**config.mk**
```make
export PLATFORM = sky130hd
export DESIGN_NAME = screen_sequencer
export DESIGN_NICKNAME = d
export VERILOG_FILES = /design/src/rtl/screen_pkg.sv /design/src/rtl/sync_delay_line.sv /design/src/rtl/screen_sequencer.sv
export SDC_FILE = /design/constraint.sdc
export NUM_CORES = 1
export LEC_CHECK = 0
export CORE_UTILIZATION = 45
export CTS_CLUSTER_SIZE = 25
export DETAILED_ROUTE_END_ITERATION = 16
export GPL_ROUTABILITY_DRIVEN = 1
export PLACE_DENSITY = 0.83
export SLEW_MARGIN = 20
export SYNTH_ARGS = -nofsm -noshare
export SYNTH_HDL_FRONTEND = slang
export SYNTH_SLANG_ARGS = --single-unit
export TNS_END_PERCENT = 100
```
**constraint.sdc**
```tcl
create_clock -name clk -period 5.4 [get_ports clk]
set_input_delay 0.54 -clock clk [delete_from_list [all_inputs] [get_ports clk]]
set_output_delay 0.54 -clock clk [all_outputs]
set_load 0.1 [all_outputs]
```
**src/rtl/screen_pkg.sv**
```systemverilog
// Shared types for the screen sequencer: hand-off FSM states and the blanking colour.
// Pure declarations; no logic, no latency.
package screen_pkg;
    typedef enum logic [1:0] {GAME, WAIT_ARM, WAIT, RESUME_ARM} screen_state_t;
    localparam logic [11:0] RGB_BLACK = 12'h000;
endpackage

```
**src/rtl/sync_delay_line.sv**
```systemverilog
// Fixed-depth shift register with a synchronous active-low reset to RESET_VAL.
// Latency DEPTH cycles; free-running, no backpressure.
module sync_delay_line #(
    parameter int               WIDTH     = 1,
    parameter int               DEPTH     = 1,
    parameter logic [WIDTH-1:0] RESET_VAL = '0
) (
    input  logic             clk,
    input  logic             reset_n,
    input  logic [WIDTH-1:0] din,
    output logic [WIDTH-1:0] dout
);
    logic [WIDTH-1:0] r_stage [DEPTH];

    always_ff @(posedge clk) begin
        if (!reset_n) begin
            for (int i = 0; i < DEPTH; i++) r_stage[i] <= RESET_VAL;
        end else begin
            r_stage[0] <= din;
            for (int i = 1; i < DEPTH; i++) r_stage[i] <= r_stage[i-1];
        end
    end

    assign dout = r_stage[DEPTH-1];
endmodule

```
**src/rtl/screen_sequencer.sv**
```systemverilog
// Picks game or wait-screen RGB, registers it aligned with delayed syncs, and runs the turn hand-off FSM.
// Latency SYNC_DELAY cycles for syncs/pixel; free-running, no backpressure.
module screen_sequencer
    import screen_pkg::*;
#(
    parameter int  NUM_PLAYERS     = 2,
    parameter int  MIN_WAIT_FRAMES = 30,
    parameter int  SYNC_DELAY      = 2,
    localparam int PW              = (NUM_PLAYERS > 1) ? $clog2(NUM_PLAYERS) : 1
) (
    input  logic          clk,
    input  logic          reset_n,
    input  logic          hsync_in,
    input  logic          vsync_in,
    input  logic          vde_in,
    input  logic          turn_done,
    input  logic          continue_btn,
    input  logic [11:0]   game_rgb,
    input  logic [11:0]   wait_rgb,
    output logic [3:0]    Red,
    output logic [3:0]    Green,
    output logic [3:0]    Blue,
    output logic          hsync_out,
    output logic          vsync_out,
    output logic          vde_out,
    output logic          wait_active,
    output logic [PW-1:0] active_player
);
    localparam int             CW      = $clog2(MIN_WAIT_FRAMES + 1);
    localparam logic [CW-1:0]  CNT_MAX = CW'(MIN_WAIT_FRAMES);

    screen_state_t r_state, w_state_nxt;
    logic [CW-1:0] r_frame_cnt, w_cnt_nxt;
    logic [PW-1:0] r_player, w_player_nxt, w_player_inc;
    logic          r_vsync_d;
    logic          r_btn_meta, r_btn_sync, r_btn_prev;
    logic [11:0]   r_rgb;
    logic          w_frame_start, w_cont_pulse, w_vde_al;
    logic [2:0]    w_sync_out;

    sync_delay_line #(.WIDTH(3), .DEPTH(SYNC_DELAY), .RESET_VAL(3'b110)) u_sync_dly (
        .clk     (clk),
        .reset_n (reset_n),
        .din     ({hsync_in, vsync_in, vde_in}),
        .dout    (w_sync_out)
    );
    assign {hsync_out, vsync_out, vde_out} = w_sync_out;

    // The pixel register is the last stage, so vde is pre-aligned one cycle short.
    generate
        if (SYNC_DELAY > 1) begin : g_vde_al
            sync_delay_line #(.WIDTH(1), .DEPTH(SYNC_DELAY-1), .RESET_VAL(1'b0)) u_vde_dly (
                .clk     (clk),
                .reset_n (reset_n),
                .din     (vde_in),
                .dout    (w_vde_al)
            );
        end else begin : g_vde_direct
            assign w_vde_al = vde_in;
        end
    endgenerate

    assign w_frame_start = r_vsync_d & ~vsync_in;
    assign w_cont_pulse  = r_btn_sync & ~r_btn_prev;
    assign w_player_inc  = (int'(r_player) == NUM_PLAYERS - 1) ? '0 : r_player + 1'b1;
    assign wait_active   = (r_state == WAIT) || (r_state == RESUME_ARM);
    assign active_player = r_player;
    assign {Red, Green, Blue} = r_rgb;

    always_ff @(posedge clk) begin
        if (!reset_n) begin
            r_state     <= GAME;
            r_frame_cnt <= '0;
            r_player    <= '0;
            r_vsync_d   <= 1'b1;
            r_btn_meta  <= 1'b0;
            r_btn_sync  <= 1'b0;
            r_btn_prev  <= 1'b0;
            r_rgb       <= RGB_BLACK;
        end else begin
            r_state     <= w_state_nxt;
            r_frame_cnt <= w_cnt_nxt;
            r_player    <= w_player_nxt;
            r_vsync_d   <= vsync_in;
            r_btn_meta  <= continue_btn;
            r_btn_sync  <= r_btn_meta;
            r_btn_prev  <= r_btn_sync;
            r_rgb       <= w_vde_al ? (wait_active ? wait_rgb : game_rgb) : RGB_BLACK;
        end
    end

    // Screen only flips on frame_start; a turn_done on that same cycle waits a frame.
    always_comb begin
        w_state_nxt  = r_state;
        w_cnt_nxt    = r_frame_cnt;
        w_player_nxt = r_player;
        case (r_state)
            GAME: begin
                if (turn_done) w_state_nxt = WAIT_ARM;
            end
            WAIT_ARM: begin
                if (w_frame_start) begin
                    w_state_nxt = WAIT;
                    w_cnt_nxt   = '0;
                end
            end
            WAIT: begin
                if (w_frame_start && (r_frame_cnt != CNT_MAX)) w_cnt_nxt = r_frame_cnt + 1'b1;
                if (w_cont_pulse && (r_frame_cnt == CNT_MAX)) begin
                    w_state_nxt  = RESUME_ARM;
                    w_player_nxt = w_player_inc;
                end
            end
            RESUME_ARM: begin
                if (w_frame_start) w_state_nxt = GAME;
            end
            default: w_state_nxt = GAME;
        endcase
    end
endmodule
```
==> run_results.csv <==
group,metric,value,unit
power,peakVddDrop,0.258,mV
worst_setup_path,worstSetupPathType,"flip-flop to output port",
cells_and_area,final_cell_mix,"clkdlybuf4s50_1, dfxtp_1, nor2_1, mux2i_1, and2_1",
synth,synth_async_sr_flop_share,0,
synth,syn_avg_cell_area,9.91,um2
floorplan,placementRows,18,
synth,yosys_warnings,0,
synth,synth_top_flop_cell,"dfxtp_1",
cts,ctsResizeCount,0,
cts,clkLatencyLatePin,0.32,ns
synth,synth_fa_ha_area_frac,0.0642,
cells_and_area,fillCellCount,210,
synth,synth-edff-count,0,
cts,clock_sinks,30,
worst_setup_path,ff2ff_setup_slack,3.07,ns
drt,dr_total_vias,983,
global_routing,grt_max_degree,17,
worst_setup_path,critPathMaxFanout,15,
floorplan,die_area,2810,um2
worst_setup_path,critical_path.startpoint,"r_state[1]$_SDFFE_PN0P_",
drt,wl,2370,um
worst_setup_path,worst_ep_arrival_time,2.87,ns
worst_setup_path,worst-r2r-cell-count,5,
global_routing,antenna_found_initial,0,
global_routing,grt_pass1_wl,3760,um
cells_and_area,drive_above_1_share,0.0476,
hold_path,hold-path-cell-count,1,
floorplan,initial_core_util,0.472,
power,p_per_area,377,nW/um2
drt,routed_via_density,4.96,
cells_and_area,layout_commonest_cell,"clkdlybuf4s50_1",
synth,ys_seq_area_frac,0.513,
cts,clockBufferDepth,2,
cts,cts_root_buf,"clkbuf_4",
power,power.leakage,0.654,nW
timing,finalHoldViolations,0,
floorplan,ios,48,
cts,htree_num_levels,2,
synth,syn_nets,155,
timing,grt_setup_unrepaired,"false",
floorplan,die_h,53.0,um
drt,drc,0,
cts,cts_hold_repair.buffers,0,
timing,drv_slew,0,
cts,cts_buffers,5,
synth,synth_cell_types,25,
hold_path,whs_endpoint,"u_sync_dly.r_stage[0][5]$_SDFF_PN1_",
timing,fmax,0.293,GHz
synth,synth_cells,118,
synth,synth_mux_area_frac,0.103,
flow_run,maxCapViolations,0,
floorplan,core_area,2480,um2
worst_setup_path,critical_path_required,4.86,ns
worst_setup_path,startpoint_type,"flip-flop",
timing,setup_violations,0,
drt,ant_nets,0,
drt,drt_iter0_drc,10,
global_routing,overflow,0,
placed_design,port_buffers,47,
cts,cts_tree,"built",
timing,slew_headroom,0.339,
cells_and_area,n_antenna_cell,0,
worst_setup_path,rr_endpoint,"r_frame_cnt[4]$_SDFFE_PN0P_",
cells_and_area,final_nets,204,
timing,hold-worst-slack,0.432,ns
outcome,status,"complete, no violations",
timing,period_share,0.632,
worst_setup_path,cp-end-kind,"output port",
drt,wl_per_cell,12.0,um
synth,synth-simple-area-share,0.186,
placed_design,dpl.hpwl,1780,um
synth,netlist_area,1170,um2
cells_and_area,area_delta_synth_final,46.7,%
timing,worst_pin_slew,0.989,ns
global_routing,track_usage,0.190,
global_routing,grt_pass1_vias,958,
cts,cts.clk_slew.worst_paths,0.09,ns
cts,cts_setup_buffers,0,
timing,period_needed,3.41,ns
synth,ys_seq_elements,30,
synth,synth_xor_area_frac,0.00749,
timing,tns,0,ns
timing,fin_skew,0.00270,ns
synth,synth_top_family_by_area,"simple AND/OR/NAND/NOR gates",
hold_path,hp-start,"u_sync_dly.r_stage[0][2]$_SDFF_PN1_",
synth,synth_compound_area_frac,0.0888,
placed_design,globalplace.congestion,0.701,
hold_path,hold_class,"flip-flop to flip-flop",
drt,firstDrtPassIters,4,
worst_setup_path,r2r-start,"r_state[1]$_SDFFE_PN0P_",
floorplan,die_w,53.0,um
-- logic make-up (layout without fill, tap and decap cells) --
kind of cell,after synthesis,count (layout)
DFF,30,30
muxes,12,12
AOI/OAI and AO/OA,16,16
adders and majority gates,6,6
xor gates and xnor gates,1,1
and+or+nand+nor,42,42
buffers and inverters,11,61
-- stage by stage --
step                total power [mW]  worst slack (ns)  std cells  area (um2)  utilization
finish                         0.647              1.99        198        1720        0.693
global route                   0.684              1.85        198        1720        0.693
CTS                            0.650              1.99        198        1720        0.693
detailed placement             0.514              2.35        190        1660        0.669
global placement               0.505              2.41        190        1660        0.669
floorplan                      0.453              3.53        118        1170            -
-- worst max-delay path by stage --
stage	end	slack, ns	cells after the start
floorplan	wait_active	3.53	5
global placement	wait_active	2.41	4
detailed placement	wait_active	2.35	4
CTS	wait_active	1.99	4
global route	wait_active	1.85	4
finish	wait_active	1.99	4
-- routing by layer --
metal | part of all wire | track usage | wire length [um] | vias up
li1 | - | - | - | 493
met1 | 0.40 | 0.192 | 947 | 443
met2 | 0.49 | 0.323 | 1170 | 39
met3 | 0.089 | 0.0862 | 210 | 8
met4 | 0.019 | 0.101 | 44 | 0
met5 | 0 | 0 | 0 | -
-- critical path, stage by stage (launching register included) --
cell	delay (ns)
dfxtp_1	0.81
ha_1	0.42
nor2_1	0.10
inv_1	0.08
clkdlybuf4s50_1	1.13
-- report_power, final --
part | internal, mW | total [mW] | switching [mW] | leakage, nW
logic | 0.0955 | 0.238 | 0.143 | 0.373
registers | 0.240 | 0.273 | 0.0321 | 0.245
clock network | 0.0630 | 0.136 | 0.0730 | 0.0353
-- flip-flops by register name, summed over array words and instances (netlist names) --
name and flops:
r_rgb 12, r_btn_prev 1, r_btn_sync 1, u_sync_dly.r_stage 6, g_vde_al.u_vde_dly.r_stage 1, r_frame_cnt 5, active_player 1, r_btn_meta 1
r_state 2
-- final cells by class --
cell class	instances	area, um2	area share
Clock buffer	7	55.1	0.0321
Clock inverter	1	5.00	0.00292
Inverter	6	22.5	0.0131
Multi-Input combinational cell	77	526	0.306
Sequential cell	30	601	0.350
Tap cell	30	37.5	0.0219
Timing Repair Buffer	47	470	0.274
-- synthesized netlist by cell type (2+ instances only) --
| library cell | instances | area (um2) |
|---|---|---|
| a211oi_1 | 3 | 22.5 |
| dfxtp_1 | 30 | 601 |
| nand2b_1 | 6 | 37.5 |
| mux2i_1 | 12 | 120 |
| ha_1 | 6 | 75.1 |
| or3_1 | 2 | 12.5 |
| a21oi_1 | 5 | 25.0 |
| inv_1 | 6 | 22.5 |
| clkbuf_1 | 3 | 11.3 |
| nor2_1 | 15 | 56.3 |
| o31ai_1 | 2 | 15.0 |
| and2_1 | 7 | 43.8 |
| nand2_1 | 6 | 22.5 |
| o21ai_0 | 3 | 15.0 |
| buf_2 | 2 | 10.0 |
Note: power is estimated with default switching activity, not from simulation.
